===== config.mk =====
export PLATFORM = sky130hd
export DESIGN_NAME = car_link_responder
export DESIGN_NICKNAME = d
export VERILOG_FILES = /design/src/rtl/car_link_responder.sv
export SDC_FILE = /design/constraint.sdc
export NUM_CORES = 1
export LEC_CHECK = 0
export CAP_MARGIN = 10
export CORE_MARGIN = 2
export CORE_UTILIZATION = 45
export DETAILED_ROUTE_END_ITERATION = 12
export GPL_ROUTABILITY_DRIVEN = 0
export GPL_TIMING_DRIVEN = 0
export PLACE_DENSITY = 0.63
export SKIP_CTS_REPAIR_TIMING = 1
export SLEW_MARGIN = 30
export SYNTH_ARGS = -nofsm -noshare
export SYNTH_HDL_FRONTEND = slang
export SYNTH_SLANG_ARGS = --single-unit

===== constraint.sdc =====
create_clock -name sys_clk -period 4.17 [get_ports sys_clk]
set_input_delay 0.834 -clock sys_clk [delete_from_list [all_inputs] [get_ports sys_clk]]
set_output_delay 0.834 -clock sys_clk [all_outputs]
set_load 0.02 [all_outputs]

===== src/rtl/car_link_responder.sv =====
// Vehicle-side UART responder: decodes controller command frames into registered
// drive/barrier outputs and periodically reports the four detector readings.
module car_link_responder #(
  parameter int unsigned CLKS_PER_BIT = 10416,
  parameter int unsigned TX_PERIOD    = 1000000,
  parameter int unsigned TIMEOUT_CLKS = 50000000
) (
  input  logic sys_clk,
  input  logic rst,
  input  logic rxd,
  output logic txd,
  input  logic front_det,
  input  logic left_det,
  input  logic right_det,
  input  logic back_det,
  output logic move_forward,
  output logic move_backward,
  output logic turn_left,
  output logic turn_right,
  output logic place_barrier,
  output logic destroy_barrier,
  output logic cmd_valid,
  output logic frame_err,
  output logic link_alive
);

  localparam int unsigned BW = $clog2(CLKS_PER_BIT + 1);
  localparam int unsigned PW = $clog2(TX_PERIOD + 1);
  localparam int unsigned WW = $clog2(TIMEOUT_CLKS + 1);

  localparam logic [BW-1:0] BIT_LAST  = BW'(CLKS_PER_BIT - 1);
  localparam logic [BW-1:0] HALF_LAST = BW'(CLKS_PER_BIT / 2 - 1);
  localparam logic [PW-1:0] PER_LAST  = PW'(TX_PERIOD - 1);
  localparam logic [WW-1:0] WD_LIMIT  = WW'(TIMEOUT_CLKS);

  typedef enum logic [1:0] {RX_IDLE, RX_START, RX_DATA, RX_STOP} rx_state_t;
  typedef enum logic [1:0] {TX_IDLE, TX_START, TX_DATA, TX_STOP} tx_state_t;

  // ---------------------------------------------------------------- RX path
  rx_state_t       rx_state, rx_next;
  logic            rx_meta, rx_sync, rx_prev;
  logic [BW-1:0]   rx_cnt;
  logic [2:0]      rx_bit;
  logic [7:0]      rx_shift;
  logic            rx_tick, rx_half_tick;
  logic            rx_sample_bit, rx_stop_sample, rx_cnt_clr;
  logic            frame_ok, accept, reject;

  always_ff @(posedge sys_clk or negedge rst) begin
    if (!rst) begin
      rx_meta <= 1'b1;
      rx_sync <= 1'b1;
      rx_prev <= 1'b1;
    end else begin
      rx_meta <= rxd;
      rx_sync <= rx_meta;
      rx_prev <= rx_sync;
    end
  end

  assign rx_tick      = (rx_cnt == BIT_LAST);
  assign rx_half_tick = (rx_cnt == HALF_LAST);

  always_ff @(posedge sys_clk or negedge rst) begin
    if (!rst) rx_state <= RX_IDLE;
    else      rx_state <= rx_next;
  end

  always_comb begin
    rx_next = rx_state;
    unique case (rx_state)
      RX_IDLE:  if (rx_prev && !rx_sync) rx_next = RX_START;
      RX_START: if (rx_half_tick) rx_next = rx_sync ? RX_IDLE : RX_DATA;
      RX_DATA:  if (rx_tick && (rx_bit == 3'd7)) rx_next = RX_STOP;
      RX_STOP:  if (rx_tick) rx_next = RX_IDLE;
      default:  rx_next = RX_IDLE;
    endcase
  end

  always_comb begin
    rx_sample_bit  = (rx_state == RX_DATA) && rx_tick;
    rx_stop_sample = (rx_state == RX_STOP) && rx_tick;
    rx_cnt_clr     = (rx_state == RX_IDLE) || (rx_next != rx_state) || rx_sample_bit;
    frame_ok       = rx_sync && (rx_shift[7:6] == 2'b10);
    accept         = rx_stop_sample && frame_ok;
    reject         = rx_stop_sample && !frame_ok;
  end

  always_ff @(posedge sys_clk or negedge rst) begin
    if (!rst) begin
      rx_cnt   <= '0;
      rx_bit   <= '0;
      rx_shift <= '0;
    end else begin
      rx_cnt <= rx_cnt_clr ? '0 : rx_cnt + 1'b1;
      if (rx_sample_bit) begin
        rx_shift <= {rx_sync, rx_shift[7:1]};
        rx_bit   <= rx_bit + 1'b1;
      end
    end
  end

  // ------------------------------------------------ decode, outputs, watchdog
  logic [WW-1:0] wd_cnt;
  logic          wd_expired;

  assign wd_expired = (wd_cnt == WD_LIMIT);

  always_ff @(posedge sys_clk or negedge rst) begin
    if (!rst)               wd_cnt <= '0;
    else if (accept)        wd_cnt <= '0;
    else if (!wd_expired)   wd_cnt <= wd_cnt + 1'b1;
  end

  // Opposing drive or turn bits cancel each other; barrier bits pass straight through.
  always_ff @(posedge sys_clk or negedge rst) begin
    if (!rst) begin
      move_forward    <= 1'b0;
      move_backward   <= 1'b0;
      turn_left       <= 1'b0;
      turn_right      <= 1'b0;
      place_barrier   <= 1'b0;
      destroy_barrier <= 1'b0;
      link_alive      <= 1'b0;
      cmd_valid       <= 1'b0;
      frame_err       <= 1'b0;
    end else begin
      cmd_valid <= accept;
      frame_err <= reject;
      if (accept) begin
        move_forward    <= rx_shift[0] & ~rx_shift[1];
        move_backward   <= rx_shift[1] & ~rx_shift[0];
        turn_left       <= rx_shift[2] & ~rx_shift[3];
        turn_right      <= rx_shift[3] & ~rx_shift[2];
        place_barrier   <= rx_shift[4];
        destroy_barrier <= rx_shift[5];
        link_alive      <= 1'b1;
      end else if (wd_expired) begin
        move_forward    <= 1'b0;
        move_backward   <= 1'b0;
        turn_left       <= 1'b0;
        turn_right      <= 1'b0;
        place_barrier   <= 1'b0;
        destroy_barrier <= 1'b0;
        link_alive      <= 1'b0;
      end
    end
  end

  // ---------------------------------------------------------------- TX path
  tx_state_t       tx_state, tx_next;
  logic [PW-1:0]   per_cnt;
  logic            per_wrap, tx_pending, tx_launch;
  logic [BW-1:0]   tx_cnt;
  logic [2:0]      tx_bit;
  logic [7:0]      tx_shift, tx_shift_next;
  logic            tx_tick, tx_shift_en, tx_line;

  assign per_wrap  = (per_cnt == PER_LAST);
  assign tx_tick   = (tx_cnt == BIT_LAST);
  assign tx_launch = (tx_state == TX_IDLE) && (per_wrap || tx_pending);

  always_ff @(posedge sys_clk or negedge rst) begin
    if (!rst) begin
      per_cnt    <= '0;
      tx_pending <= 1'b0;
    end else begin
      per_cnt <= per_wrap ? '0 : per_cnt + 1'b1;
      if (tx_launch)     tx_pending <= 1'b0;
      else if (per_wrap) tx_pending <= 1'b1;
    end
  end

  always_ff @(posedge sys_clk or negedge rst) begin
    if (!rst) tx_state <= TX_IDLE;
    else      tx_state <= tx_next;
  end

  always_comb begin
    tx_next = tx_state;
    unique case (tx_state)
      TX_IDLE:  if (tx_launch) tx_next = TX_START;
      TX_START: if (tx_tick) tx_next = TX_DATA;
      TX_DATA:  if (tx_tick && (tx_bit == 3'd7)) tx_next = TX_STOP;
      TX_STOP:  if (tx_tick) tx_next = TX_IDLE;
      default:  tx_next = TX_IDLE;
    endcase
  end

  // txd is registered, so the line level is derived from the state being entered.
  always_comb begin
    tx_shift_en   = (tx_state == TX_DATA) && tx_tick;
    tx_shift_next = tx_shift;
    if (tx_launch)
      tx_shift_next = {4'b0000, back_det, right_det, left_det, front_det};
    else if (tx_shift_en)
      tx_shift_next = {1'b0, tx_shift[7:1]};
    unique case (tx_next)
      TX_START: tx_line = 1'b0;
      TX_DATA:  tx_line = tx_shift_next[0];
      default:  tx_line = 1'b1;
    endcase
  end

  always_ff @(posedge sys_clk or negedge rst) begin
    if (!rst) begin
      txd      <= 1'b1;
      tx_cnt   <= '0;
      tx_bit   <= '0;
      tx_shift <= '0;
    end else begin
      txd      <= tx_line;
      tx_shift <= tx_shift_next;
      tx_cnt   <= (tx_state == TX_IDLE || tx_tick) ? '0 : tx_cnt + 1'b1;
      if (tx_shift_en) tx_bit <= tx_bit + 1'b1;
    end
  end

endmodule

==> key figures <==
Power and ir drop
  – Power per cell area: 476 mW/mm²
  – Switching power: between 0.6 and 0.7 mW
  – VDD IR max: 0.424 mV
  – Sequential power share: 0.389
  – Pwr Total: 3.01 mW
  – Pint: 2.40 mW
  – Pleak: about 2.8 nW
  – Clock share of power: 0.575
  – Logic pwr share: 0.036
  – Sw Ratio: 0.203

Cells and area
  – Antenna diode count: 0
  – P&R area growth vs syn: 20.6%
  – Commonest cells after routing, fill and taps aside: 109 x dfrtp_1, 69 x nor2_1, 51 x nand2_1
  – Design area: between 0.006 and 0.007 mm²
  – Layout cells sized above 1: 0.117
  – Commonest non-fill, non-tap cell in the layout: dfrtp_1
  – Nets: 551

Clock tree
  – Worst-path clk slew: ~50 ps
  – Sink Count: 113
  – CTS max path bufs: 2
  – Worst-skew pair later-pin latency: between 400 and 500 ps
  – CTS Buf Count: 17
  – Root Driver: clkbuf_16
  – H-tree lvl count: 4
  – CTS tree: done

Timing
  – Fmax: 426 MHz
  – Worst Skew: 6.67 ps
  – Tmin final: 2350 ps
  – Final Hold Fails: 0
  – TNS Setup: 0 ps
  – # setup viols final: 0
  – Fraction of the cycle the final worst path needs: 0.564
  – RSZ-0062 raised after global routing: false
  – Max Slew Vio Count: 0
  – Rel. slew slack: 0.460
  – Worst-Margin Slew: 806 ps

Critical path
  – Critical Path RT: 3340 ps
  – CP cell instances: clkdlybuf4s50_1
  – Worst setup SP type: flip-flop
  – Reg2reg setup slack: 1960 ps
  – CP Max Fanout: 1
  – Critical path's top delay family: buffers and inverters
  – CP Buf/Inv Count: 1
  – Kind of critical path: flip-flop to output pin
  – Worst EP arrival: 1520 ps
  – Slowest stage cell, crit path: clkdlybuf4s50_1
  – Highest cell delay on the worst timing path: 590 ps
  – Critical path endpoint category: output pin

Synth
  – Yosys reg bits: 113
  – Top-area cell type share of the netlist area: 0.520
  – Syn avg cell area: around 11 µm²
  – Syn. warnings: 0
  – Number of synthesized flops with an enable pin: 0
  – Register area share after synthesis: 0.540
  – Post-synth cell types: between 40 and 50
  – Syn Nets: 515
  – Top_reg_cell synth: dfrtp_1
  – Synth area leader: dfrtp_1
  – Area contributors post-synth: dfrtp_1 52%, xor2_1 5.7%, nor2_1 4.9%
  – Async set or reset register ratio after synthesis: 1.00
  – Synthesized instance count: 499
  – Synth Cell Area: 0.00525 mm²

Route
  – WL final: 9810 µm
  – Met1 wire length: 4730 µm
  – Met2 routed WL: roughly 4600 µm
  – Wire length on met3: 360 µm
  – Vias per inst: 5.30
  – Vias: 3659
  – Initial DRC Count: 175
  – Residual DRC: 0
  – Detail Route Antenna Nets: 0
  – DR pass1 iterations: 6
  – Uppermost routed layer: met4
  – Routed wire per std cell: 14.2 µm

Placement
  – # port buffers: 16
  – Placed Area: 0.00562 mm²
  – Final HPWL DP: 6360 µm

GRT
  – Remaining Overflow, GRT: 0
  – Vias in the first global route: 3615
  – Largest net degree at the start of global routing: 59
  – Initial antenna violation count: 0
  – First-pass GRT wire length: 17300 µm
  – Overall global routing resource usage: 0.175

Die
  – Row count: 39
  – Die W: 112 µm
  – Starting density of the core: 0.460
  – Core area: 0.0114 mm²
  – Die Ht: approximately 110 µm
  – IO Count: 17
  – Die area: 0.0125 mm²

Run status
  – Status: finished clean

Hold path
  – Hold Path Class: input pin to async pin

Run
  – Max-Cap Viols: 0
==> layout make-up <==
type	count	area, µm²
buffer	10	56.3
clock buffer	19	453
clock inverter	13	255
fill	1004	5090
inverter	16	60.1
multi-input combinational	360	2300
sequential	113	2830
tap	143	179
timing repair buffer	17	193
==> logic make-up after synthesis <==
logic type | after synthesis | synth area share
simple gates | 236 | 0.244
flops | 113 | 0.540
xor+xnor | 59 | 0.0985
compound gates | 47 | 0.0548
buf+inv | 26 | 0.0222
mux | 9 | 0.0188
fa+ha+maj | 9 | 0.0215
==> sequential cells by signal, indices dropped and copies added, names as in the netlist, 3 cells and up <==
name	flops
tx_cnt	14
rx_bit	3
per_cnt	20
rx_shift	8
tx_shift	7
rx_cnt	14
tx_bit	3
wd_cnt	26
==> power by group through the flow <==
stage | registers, mW | clock network (mW) | logic (mW)
after global placement | 1.19 | 0 | 0.106
after detailed placement | 1.19 | 0 | 0.110
after floorplan | 1.18 | 0 | 0.0691
after CTS | 1.17 | 1.76 | 0.114
final | 1.17 | 1.73 | 0.110
after global routing | 1.18 | 1.81 | 0.126
==> cell usage after synthesis (5+ instances only) <==
library cell / n
a21oi_1: 16
and2_1: 5
and3_1: 7
and4_1: 8
buf_2: 6
dfrtp_1: 109
ha_1: 9
inv_1: 16
mux2_2: 7
nand2_1: 51
nand3_1: 26
nand4_1: 22
nor2_1: 69
nor2b_1: 7
nor4bb_1: 5
o21ai_0: 15
or3_1: 10
xnor2_1: 25
xor2_1: 34
==> per-layer routing <==
metal	vias up	global-route usage
met2	44	0.272
met3	13	0.0610
met4	0	0.0699
met5	-	0
li1	1805	-
met1	1797	0.226
==> per-stage QoR <==
stage	worst slack, ps	hold WS, ps	instances	util
after floorplan	2220	345	499	-
after global placement	-2030	351	658	0.489
after detailed placement	1960	348	659	0.492
after CTS	1800	344	691	0.554
after global routing	1770	363	691	0.554
final	1820	334	691	0.554
==> final timing paths <==
path | startpoint | endpoint | cells past startpoint
max in group asynchronous | rst | txd | 2
max reg2reg | rx_cnt[0] | rx_bit[1] | 6
min | rst | rx_cnt[9] | 1
max | txd | txd | 1
min in group sys_clk | rx_meta | rx_sync | 0
min reg2reg | rx_meta | rx_sync | 0
(Power assumes the default switching activity.)
